[config.mk]
export PLATFORM = sky130hd
export DESIGN_NAME = adc_sample_capture
export DESIGN_NICKNAME = d
export VERILOG_FILES = /design/src/rtl/adc_sample_capture.sv
export SDC_FILE = /design/constraint.sdc
export NUM_CORES = 1
export LEC_CHECK = 0
export ABC_CLOCK_PERIOD_IN_PS = 3400
export BUFFER_PORTS_ARGS = -buffer_cell sky130_fd_sc_hd__buf_2
export CELL_PAD_IN_SITES_DETAIL_PLACEMENT = 0
export CELL_PAD_IN_SITES_GLOBAL_PLACEMENT = 1
export CORE_MARGIN = 1.5
export CORE_UTILIZATION = 30
export DETAILED_ROUTE_END_ITERATION = 10
export PLACE_DENSITY = 0.57
export REMOVE_ABC_BUFFERS = 1
export SYNTH_ARGS = -nofsm -noshare
export SYNTH_HDL_FRONTEND = slang
export SYNTH_SLANG_ARGS = --single-unit
[constraint.sdc]
create_clock -name clk -period 3.4 [get_ports clk]
set_input_delay 0.17 -clock clk [delete_from_list [all_inputs] [get_ports clk]]
set_output_delay 0.17 -clock clk [all_outputs]
set_load 0.05 [all_outputs]
[src/rtl/adc_sample_capture.sv]
// ADC strobe synchronizer, rising-edge capture and show-ahead sample FIFO with overrun/count.
// Optional ADC_OFFSET_BINARY_EN: invert the captured MSB (offset-binary to two's complement).
module adc_sample_capture #(
  parameter int unsigned DATA_W      = 16,
  parameter int unsigned FIFO_DEPTH  = 4,
  parameter int unsigned SYNC_STAGES = 2
) (
  input  logic                          clk,
  input  logic                          rst_n,
  input  logic                          adc_clock,
  input  logic [DATA_W-1:0]             adc_data,
  input  logic                          enable,
  input  logic                          clear_overrun,
  output logic                          sample_valid,
  input  logic                          sample_ready,
  output logic [DATA_W-1:0]             sample_data,
  output logic [$clog2(FIFO_DEPTH):0]   fifo_level,
  output logic                          overrun,
  output logic [15:0]                   sample_count
);

  localparam int unsigned PTR_W = $clog2(FIFO_DEPTH);
  localparam int unsigned LVL_W = PTR_W + 1;

  logic [SYNC_STAGES-1:0] sync_q;
  logic                   hist_q;
  logic [DATA_W-1:0]      data_q;
  logic [DATA_W-1:0]      cap_word;
  logic [DATA_W-1:0]      mem [FIFO_DEPTH];
  logic [PTR_W-1:0]       wr_ptr;
  logic [PTR_W-1:0]       rd_ptr;
  logic [LVL_W-1:0]       level_nxt;
  logic                   adc_edge;
  logic                   push_req;
  logic                   pop;
  logic                   full;
  logic                   push;
  logic                   drop;

`ifdef ADC_OFFSET_BINARY_EN
  assign cap_word = {~adc_data[DATA_W-1], adc_data[DATA_W-2:0]};
`else
  assign cap_word = adc_data;
`endif

  assign adc_edge    = sync_q[SYNC_STAGES-1] & ~hist_q;
  assign push_req    = adc_edge & enable;
  assign pop         = sample_valid & sample_ready;
  assign full        = (fifo_level == LVL_W'(FIFO_DEPTH));
  // At full a push only proceeds when the head leaves in the same cycle.
  assign push        = push_req & (~full | pop);
  assign drop        = push_req & full & ~pop;
  assign sample_data = mem[rd_ptr];

  always_comb begin
    level_nxt = fifo_level;
    unique case ({push, pop})
      2'b10:   level_nxt = fifo_level + LVL_W'(1);
      2'b01:   level_nxt = fifo_level - LVL_W'(1);
      default: level_nxt = fifo_level;
    endcase
  end

  // Sync/history flops reset high so an already-high strobe at release is not an edge.
  always_ff @(posedge clk or negedge rst_n) begin
    if (!rst_n) begin
      sync_q       <= '1;
      hist_q       <= 1'b1;
      data_q       <= '0;
      wr_ptr       <= '0;
      rd_ptr       <= '0;
      fifo_level   <= '0;
      sample_valid <= 1'b0;
      overrun      <= 1'b0;
      sample_count <= '0;
      for (int unsigned i = 0; i < FIFO_DEPTH; i++) mem[i] <= '0;
    end else begin
      sync_q       <= {sync_q[SYNC_STAGES-2:0], adc_clock};
      hist_q       <= sync_q[SYNC_STAGES-1];
      data_q       <= cap_word;
      fifo_level   <= level_nxt;
      sample_valid <= (level_nxt != '0);
      if (push) begin
        mem[wr_ptr]  <= data_q;
        wr_ptr       <= wr_ptr + PTR_W'(1);
        sample_count <= sample_count + 16'd1;
      end
      if (pop) rd_ptr <= rd_ptr + PTR_W'(1);
      if (drop) overrun <= 1'b1;
      else if (clear_overrun) overrun <= 1'b0;
    end
  end

endmodule

Yosys cells after proc, flatten, opt, wreduce, memory -nomap -nowiden
Cells that the tools add are included.

$add $sub $neg: 5. $lt $le $gt $ge: 3. Equal/unequal tests: 3. Mux-type cells: 9. Bitwise operators: 12. Reduce and logical (&&, ||, !) cells: 3.

Operators with widths (count): bitwise mux 64 bit (1); two-way mux 16 bit (3); binary-select mux 16 bit (select 2 bit) (1); demux 16 bit (select 2 bit) (1); adder 16 x 1 -> 16 bit (second input constant) (1); AND 1 bit (6); greater-or-equal comparator 3 bit (second input constant) (2); inverter 2 -> 3 bit (2); case mux 3 bit (2 select lines) (1); adder 2 x 1 -> 2 bit (second input constant) (2); adder 3 x 1 -> 3 bit (second input constant) (1); == test 3 bit (second input constant) (1); < comparator 3 x 1 -> 1 bit (second input constant) (1); inverter 1 bit (3); nonzero test 3 bit (1); subtractor 3 x 1 -> 3 bit (second input constant) (1); == test 2 x 1 -> 1 bit (second input constant) (1); == test 2 bit (second input constant) (1); two-way mux 1 bit (2); nonzero test 2 bit (1); logical AND 1 bit (1); OR 1 bit (1).

Bits in registers: 108. Input port bits: 22. Output and inout port bits: 37. Word-level logic and storage cells: 48.

Depth between registers and ports, before layout
Depth after elaboration: 7. Mapped depth: 10. Mapped depth without buffers: 9.

Worst setup path before layout
OpenSTA, ideal clock, no wires.

Kind: register -> register. Start point: register sample_valid. End point: register sample_valid. Library setup time: 131 ps. Data arrival time: 2480 ps. Required time: 3269 ps. Path slack: 788 ps. Stages on the path, launching flop included: 11. Buffers on the path: 1. Clock period less this slack: 2612 ps. Cells stage by stage: dfrtp_1 > a211oi_4 > a21oi_2 > buf_2 > inv_1 > ha_1 > fa_1 > xnor2_1 > nor2_1 > xor2_1 > or3_1.

Cells in the longest elaborated chain, start to end: 6.

Ends and longest elaborated chain: start, declared (RTL line 14) `output logic sample_valid,`; start signal, assigned (RTL line 82) `sample_valid <= (level_nxt != '0);`; AND 1 bit * (RTL line 48) `assign pop = sample_valid & sample_ready;`; OR 1 bit (RTL line 51) `assign push = push_req & (~full | pop);`; AND 1 bit (RTL line 51); == test 2 x 1 -> 1 bit / == test 2 bit (equally long branches) (RTL line 57) `unique case ({push, pop})`; case mux 3 bit (2 select lines) * (RTL line 57); net level_nxt[2] (RTL line 32) `logic [LVL_W-1:0] level_nxt;`; nonzero test 3 bit * (RTL line 82).

Mark *: on every way through the listed nets, which the timed path passes. The rest lies on a longest branch. A chain may end at the register's enable or synchronous reset.

Worst setup path in the final report
Start point: register sync_q[1]. End point: register sample_valid.

Cells in the longest elaborated chain, start to end: 6.

Ends and longest elaborated chain: start, declared (RTL line 25) `logic [SYNC_STAGES-1:0] sync_q;`; start signal, assigned (RTL line 78) `sync_q <= {sync_q[SYNC_STAGES-2:0], adc_clock};`; AND 1 bit * (RTL line 46) `assign adc_edge = sync_q[SYNC_STAGES-1] & ~hist_q;`; AND 1 bit * (RTL line 47) `assign push_req = adc_edge & enable;`; AND 1 bit * (RTL line 51); == test 2 x 1 -> 1 bit / == test 2 bit (equally long branches) (RTL line 57); case mux 3 bit (2 select lines) * (RTL line 57); net level_nxt[1] (RTL line 32); nonzero test 3 bit * (RTL line 82).

Marks and branches as above.

==> run metrics <==
status finished, final reports clean; CP Class reg2reg; CP Data Arrival Time 2.71 ns; commonest cells after routing, fill and taps aside 105 x dfrtp_1, 57 x buf_2, 40 x mux2_4; area leader, netlist dfrtp_1; total power 5.50 mW; largest net degree at the start of global routing 62; Fmax 402 MHz; VDD IR-drop max 0.504 mV; Syn Area/Cell 16.8 um2; Slew HR 38.7%; # Max-Cap Violations 0; share of post-route cells with drive strength above 1 46.7%; Clock Latency Late Sink between 0.3 and 0.4 ns; Rows 45; H-Tree Depth 3; net switching power 2.10 mW; grt ovf 0; top-area cell type share of the netlist area between 50% and 60%; DR vias/cell roughly 4.5; Layout Area Growth over Synthesis 20.8%; Crit Path Max Fanout 14; IO Count 59; Final min period 2.49 ns; largest cells by area after synthesis dfrtp_1 57%, mux2_4 13%, mux4_2 7.8%; commonest non-fill, non-tap cell in the layout dfrtp_1; combinational share of power about two fifths; Final Max Tran Viols 0; DP HPWL 5590 um; Max clock buf depth 2; sequential share of the synthesized area 58.4%; crit path capture type register; ANT cells 0; clock root cell clkbuf_16; port buffer count 58; final hold vios 0; via count between 2,000 and 2,500; worst endpoint required time 3.62 ns; Gate Count Post-Synth 276; initial core utilization 30.6%; number of DRC markers in iteration 0 99; Worst Clk Skew between 0.008 and 0.009 ns; RSZ-0062 raised after global routing false; routability cong. 0.712; CP startpoint kind register; first-pass iteration count of the detailed router 4; CTS tree yes; Int Pwr 3.40 mW; Sw Ratio 38.1%; worst hold path class in2reg; Pleak 2.53 nW; die area about 16,000 um2; fin nets 384; Post CTS Setup Buffer Count 0; period utilization between 70% and 80%; final antenna-violating net count 0; CTS Sinks 108; die height 127 um; Flop pwr share 37.7%; WL/cell 16.0 um; clock slew at reported path FFs 0.07 ns; Yosys reg bits 108; Synth cell types 29; CTS Buf Count 9; vias in the first global route 2,717; Core Area 15,100 um2; total track usage 12.0%; initial antenna violation count 0; power density over the cells 983 nW/um2; Routed WL between 8000 and 9000 um; area of the mapped netlist 4630 um2; final std cells w/o fill between 500 and 600; post-CTS sizing 0; placed cells 514; Synth Warn # 0; drc violations 0; Final Setup Violations 0; Post-CTS Hold Buffers 18; part of the power in the clock network 20.5%; Least-Margin Pin Slew 0.919 ns; Die X approximately 130 um; first-pass GRT wire length 14,800 um; Setup TNS Final 0 ns
## cells by family after synthesis
kind of cell | synth area share, %
AOI/OAI and AO/OA | 1.13
xor gates and xnor gates | 3.97
adders and majority gates | 2.05
buffers and inverters | 3.24
DFF | 58.4
muxes | 27.1
and+or+nand+nor | 4.13
## cell usage after synthesis
library cell,count
and2_1,7
nor2_1,1
nand2_1,6
mux2_2,26
dfstp_2,3
mux4_2,16
buf_1,2
a21oi_2,1
inv_1,4
clkbuf_1,2
buf_6,4
xor2_1,3
dfrtp_1,105
o22ai_1,1
o21ai_0,1
and3_1,4
nand3b_1,1
nand3_1,8
a211oi_4,1
and4_1,2
buf_2,3
buf_8,4
a211oi_2,1
ha_1,6
fa_1,1
mux2_4,40
nand4_1,4
xnor2_1,18
or3_1,1
## path summary, 6_finish.rpt
kind                                from      endpoint  slack (ns)  cells past startpoint
min in group asynchronous          rst_n        mem[8]        0.38                      2
min                        clear_overrun       overrun        0.02                      2
max in group asynchronous          rst_n       mem[33]        2.27                      3
max reg2reg                    sync_q[1]  sample_valid        0.91                      8
min reg2reg                    sync_q[0]     sync_q[1]        0.36                      0
max                            sync_q[1]  sample_valid        0.91                      8
## registers in the layout, summed over array words and instances (netlist names)
signal / cells
mem: 64
overrun: 1
sample_count: 16
wr_ptr: 2
data_q: 16
rd_ptr: 2
fifo_level: 3
sync_q: 2
hist_q: 1
sample_valid: 1
## power groups by stage
| stage | clock [mW] | sequential [mW] | combinational (mW) |
|---|---|---|---|
| final | 1.13 | 2.07 | 2.30 |
| after global routing | 1.23 | 2.15 | 2.45 |
| after CTS | 1.18 | 2.08 | 2.34 |
| after detailed placement | 0 | 2.10 | 2.32 |
| after global placement | 0 | 2.08 | 2.29 |
| after floorplan | 0 | 2.20 | 1.68 |
## layout make-up
class                           instances  area [um2]
Timing Repair Buffer                   83         538
Tap cell                              188         235
Multi-Input combinational cell        149        1780
Inverter                                4        15.0
Clock buffer                           11         243
Fill cell                            1432        9550
Clock inverter                          5        82.6
Sequential cell                       108        2710
## critical path: stages, from the launching register on
cell and delay (ns):
dfstp_2 0.53, nand3b_1 0.14, a21oi_2 0.13, buf_4 0.21, inv_1 0.07, ha_1 0.21, fa_1 0.44, mux2_2 0.28
or3_1 0.35
## per-layer routing
layer | vias to the layer above | GRT usage, % | share of wire (%)
met5 | - | 0 | 0
li1 | 1132 | - | -
met2 | 51 | 18.1 | 46
met4 | 0 | 3.81 | 1.4
met3 | 10 | 3.89 | 4.3
met1 | 1290 | 16.6 | 48
## through the flow
stage	utilization, %	worst slack [ns]	hold slack, ns	area (um2)
6_report	37.0	0.910	0.0215	5600
2_1_floorplan	-	0.753	-0.126	4500
5_1_grt	37.0	0.742	0.0116	5600
3_5_place_dp	33.6	0.907	0.244	5090
4_1_cts	37.0	0.881	0.00333	5600
3_3_place_gp	33.6	0.946	0.230	5090
Power figures use the tool's default switching activity.
